[src/rtl/stream_mux_arb_pkg.sv]
// stream_mux_pkg: shared mode encodings and round-robin pointer helper for stream_mux_arb
package stream_mux_pkg;
  localparam logic MODE_FIXED = 1'b0;
  localparam logic MODE_RR    = 1'b1;
  function automatic int rr_next(input int g, input int n);
    return (g == n - 1) ? 0 : g + 1;
  endfunction
endpackage

[src/rtl/stream_mux_arb_rr_arbiter.sv]
// rr_arbiter: one-hot round-robin grant, first requester at or above ptr wins (wrapping)
// ports: req (per-channel request), ptr (search start), en (0 forces no grant), grant (one-hot or zero)
module rr_arbiter #(
  parameter int N_CH = 8,
  localparam int SEL_W = $clog2(N_CH)
) (
  input  logic [N_CH-1:0]  req,
  input  logic [SEL_W-1:0] ptr,
  input  logic             en,
  output logic [N_CH-1:0]  grant
);
  logic [N_CH-1:0] rot;
  logic [N_CH-1:0] pe;
  always_comb begin
    rot   = N_CH'({req, req} >> ptr);
    pe    = rot & (~rot + N_CH'(1));
    grant = en ? N_CH'(({pe, pe} << ptr) >> N_CH) : '0;
  end
endmodule

[src/rtl/stream_mux_arb.sv]
// stream_mux_arb: N-channel valid/ready stream mux with fixed-select or round-robin arbitration and a registered output
// ports: clk, rst_n (async active-low); mode (0 fixed, 1 round-robin), sel (fixed-mode channel);
//        in_data/in_valid/in_ready (per-channel handshake, channel k at [k*WIDTH +: WIDTH]);
//        out_data/out_ch/out_valid (registered beat and its source channel), out_ready (downstream)
module stream_mux_arb
  import stream_mux_pkg::*;
#(
  parameter int N_CH = 8,
  parameter int WIDTH = 8,
  localparam int SEL_W = $clog2(N_CH)
) (
  input  logic                  clk,
  input  logic                  rst_n,
  input  logic                  mode,
  input  logic [SEL_W-1:0]      sel,
  input  logic [N_CH*WIDTH-1:0] in_data,
  input  logic [N_CH-1:0]       in_valid,
  output logic [N_CH-1:0]       in_ready,
  output logic [WIDTH-1:0]      out_data,
  output logic [SEL_W-1:0]      out_ch,
  output logic                  out_valid,
  input  logic                  out_ready
);
  logic             load;
  logic             xfer;
  logic [SEL_W-1:0] rr_ptr;
  logic [SEL_W-1:0] gidx;
  logic [WIDTH-1:0] gdata;
  logic [N_CH-1:0]  grant_rr;
  logic [N_CH-1:0]  grant_fx;
  logic [N_CH-1:0]  grant;
  rr_arbiter #(.N_CH(N_CH)) u_arb (
    .req  (in_valid),
    .ptr  (rr_ptr),
    .en   (mode == MODE_RR),
    .grant(grant_rr)
  );
  // out-of-range sel shifts the bit off the top, leaving no grant
  assign grant_fx = in_valid & (N_CH'(1) << sel);
  assign grant    = (mode == MODE_RR) ? grant_rr : grant_fx;
  assign load     = !out_valid || out_ready;
  assign in_ready = load ? grant : '0;
  assign xfer     = |in_ready;
  always_comb begin
    gidx  = '0;
    gdata = '0;
    for (int k = 0; k < N_CH; k++)
      if (grant[k]) begin
        gidx  = SEL_W'(k);
        gdata = in_data[k*WIDTH +: WIDTH];
      end
  end
  always_ff @(posedge clk or negedge rst_n)
    if (!rst_n) begin
      out_valid <= 1'b0;
      out_data  <= '0;
      out_ch    <= '0;
      rr_ptr    <= '0;
    end else begin
      if (load) out_valid <= xfer;
      if (xfer) begin
        out_data <= gdata;
        out_ch   <= gidx;
      end
      if (xfer && mode == MODE_RR) rr_ptr <= SEL_W'(rr_next(int'(gidx), N_CH));
    end
endmodule

[config.mk]
export PLATFORM = sky130hd
export DESIGN_NAME = stream_mux_arb
export DESIGN_NICKNAME = d
export VERILOG_FILES = /design/src/rtl/stream_mux_arb_pkg.sv /design/src/rtl/stream_mux_arb_rr_arbiter.sv /design/src/rtl/stream_mux_arb.sv
export SDC_FILE = /design/constraint.sdc
export NUM_CORES = 1
export LEC_CHECK = 0
export ABC_AREA = 1
export CORE_ASPECT_RATIO = 0.8
export CORE_UTILIZATION = 40
export DETAILED_ROUTE_END_ITERATION = 16
export PLACE_DENSITY = 0.77
export SLEW_MARGIN = 20
export SYNTH_ARGS = -nofsm -noshare
export SYNTH_HDL_FRONTEND = slang
export SYNTH_SLANG_ARGS = --single-unit
[constraint.sdc]
create_clock -name clk -period 3.7 [get_ports clk]
set_clock_uncertainty 0.15 [all_clocks]
set_input_delay 0.37 -clock clk [delete_from_list [all_inputs] [get_ports clk]]
set_output_delay 0.37 -clock clk [all_outputs]
set_load 0.05 [all_outputs]
==> metrics.yaml <==
synth:
  ys_seq_area_frac: 0.168
  ys_warn_count: 0
  synth_adder_area_share: 0.0112
  ys_ff_latch: 15
  ys_types: 24
  yosys.area_share.simple: 0.650
  synthMuxAreaShare: 0
  syn_nets: 475
  synth_area_mm2: 0.00224
  synthXorXnorAreaFrac: 0
  synth_top_family_by_area: "simple AND/OR/NAND/NOR gates"
  avgSynthCellArea_um2: 5.68
  synth_compound_area_frac: 0.0598
  synth_cells: 394
cts:
  cts_made_buffers: 3
  cts_hold_buf: 0
  cts_setup_buffers: 0
  htreeDepth: 1
  clk_pin_slew_ns: 0.06
  clk_path_buf_depth: 2
  insertion_delay_ns: 0.25
  clock-root-buffer: "clkbuf_8"
  cts_sinks: 15
  cts_resized: 0
  cts_tree: "done"
power_and_ir_drop:
  p_int_mw: 1.17
  power.leakage_nw: 1.63
  p_total_mw: 2.97
  power_frac_seq: 0.112
  power.share.switching: 0.605
  p_clk_frac: 0.045
  ir_drop_v: 0.000602
  power.density_mw_per_mm2: 893
  p_sw_mw: 1.80
  p_comb_frac: 0.843
layout:
  syn2layout_area_growth_pct: 48.8
  final_core_utilization: 0.643
  fin_area_mm2: 0.00333
  n_antenna_cell: 0
  drive_above_1_share: 0.131
  nets: 572
  fillers: 469
  instances_no_fill: 552
worst_setup_path:
  path_buf_inv: 3
  critPathMostFrequentCell: "nand2_1"
  start_kind: "flop"
  critical_path_depth: 17
  crit_chain: "inv_8, nand2_1, nand3_1, nand2_1, nand2_1, nand2_2, nand3_2, nor2_1, nand2_1, nand3_1, nand2_1, nand2_1, nand3_2, o21ai_4, nand2_1, inv_1, buf_12"
  crit_arrival_ns: 2.91
  slowest_stage: "dfrtp_1"
  end_kind: "primary output"
  max_stage_delay_ns: 0.66
  worst_ep_required_time_ns: 3.18
  crit_fanout: 17
  crit_family: "simple AND/OR/NAND/NOR gates"
  path_class: "reg -> out"
  rr_worst_depth: 19
sta:
  finalCritPeriodShare: 0.928
  drv_slew: 0
  tightest_slew_ns: 0.651
  hold_viol_final: 0
  finalSetupTns_ns: 0
  fin_ws_ns: 0.268
  fmax_mhz: 291
  setup_viol: 0
  holdWs_ns: 0.343
  max_slew_margin: 0.565
  fin_crit_ns: 3.43
  grt_setup_unrepaired: "no"
floorplan:
  placeableCoreArea_mm2: 0.00518
  die-area_mm2: 0.00590
  die_w_um: 85.6
  dieHeight_um: 68.9
  ios: 99
  rows: 23
  initial_utilization: 0.432
grt:
  grt-ovfl-total: 0
  grt_pass1_vias: 2567
  grt_antenna_before_repair: 0
  grt_max_degree: 21
  grt.total_usage: 0.262
  grt_pass1_wl_um: 12100
placed_design:
  gp_congestion: 0.914
  placed_area_mm2: 0.00328
  pre_cts_ws_ns: 0.343
  portBuffers: 98
  hpwlAfterDp_um: 6530
  dp.cells: 548
drt:
  drt_iter0_markers: 197
  drtAntennaViolNets: 0
  drc: 0
  dr_total_vias: 2928
  wl_per_cell_um: 14.3
  firstDrtPassIters: 5
  wl_um: 7910
  routed_via_density: 5.30
hold_path:
  hold_path_depth: 2
  min_path_type: "reg -> reg"
job:
  maxCapViolations: 0
run_status:
  outcome: "finished clean"
power groups by stage:
stage          combinational (mW)  clock [mW]  sequential, mW
6_report                     2.50       0.133           0.334
5_1_grt                      2.75       0.138           0.343
3_5_place_dp                 2.47           0           0.333
4_1_cts                      2.48       0.134           0.333
3_3_place_gp                 2.43           0           0.333
2_1_floorplan                1.64           0           0.538
final timing paths:
path | from | end | slack [ns]
worst max-delay path | rr_ptr[0] | in_ready[5] | 0.27
worst min-delay path | out_data[3] | out_data[3] | 0.34
worst max register to register | rr_ptr[0] | rr_ptr[2] | 0.35
worst min register to register | out_data[3] | out_data[3] | 0.34
max in group asynchronous | rst_n | out_ch[2] | 2.62
min in group asynchronous | rst_n | out_data[3] | 0.37
sequential cells by signal, indices dropped and copies added (netlist names):
register / cells
out_data: 8
rr_ptr: 3
out_ch: 3
out_valid: 1
area by class of cell:
cell class	instances	area, µm²	share of cell area
Sequential cell	15	375	0.113
Timing Repair Buffer	104	1080	0.325
Tap cell	62	77.6	0.0233
Inverter	33	136	0.0410
Clock buffer	4	45.0	0.0135
Multi-Input combinational cell	334	1610	0.485
logic make-up after synthesis:
logic type / count (synthesis)
compound gates: 23
fa+ha+maj: 2
buf+inv: 45
flops: 15
simple gates: 309
cell usage after synthesis, drive strengths merged:
master	number	area [µm²]
dfrtp	15	375
o21ai	5	43.8
a21oi	18	90.1
nand3	76	415
nor2	42	188
nand2	177	764
inv	31	129
ha	2	25.0
buf	12	111
clkinv	2	7.51
nand4	14	87.6
layout by cell type, fill, tap and decap left out:
cell type,netlist,layout
buf_4,1,8
a21oi_1,18,18
clkdlybuf4s50_1,0,90
nand3_1,69,69
inv_1,26,26
inv_2,2,2
clkinv_1,2,2
nor2_4,3,3
o21ai_1,2,2
clkbuf_8,0,3
dfrtp_1,15,15
nand3_2,7,7
inv_8,1,1
buf_12,2,6
nor2_1,36,36
o21ai_2,2,2
nand2_2,19,19
nor2_2,3,3
nand2_1,151,151
nand2_4,7,7
clkbuf_1,0,1
inv_4,2,2
nand4_1,14,14
ha_1,2,2
o21ai_4,1,1
metal layers:
layer	global-route usage	up-vias	wire, µm	part of all wire
met3	0.0345	11	552	0.070
met4	0.0917	0	147	0.019
li1	-	1470	-	-
met1	0.372	1326	3640	0.46
met5	0	-	0	0
met2	0.413	121	3570	0.45
worst min-delay path, delay by kind of cell (launching register included):
kind	cells	cell delay (ns)
flip-flops	1	0.35
AND/OR/NAND/NOR	2	0.11
No activity file was read; power rests on OpenSTA's default activity.
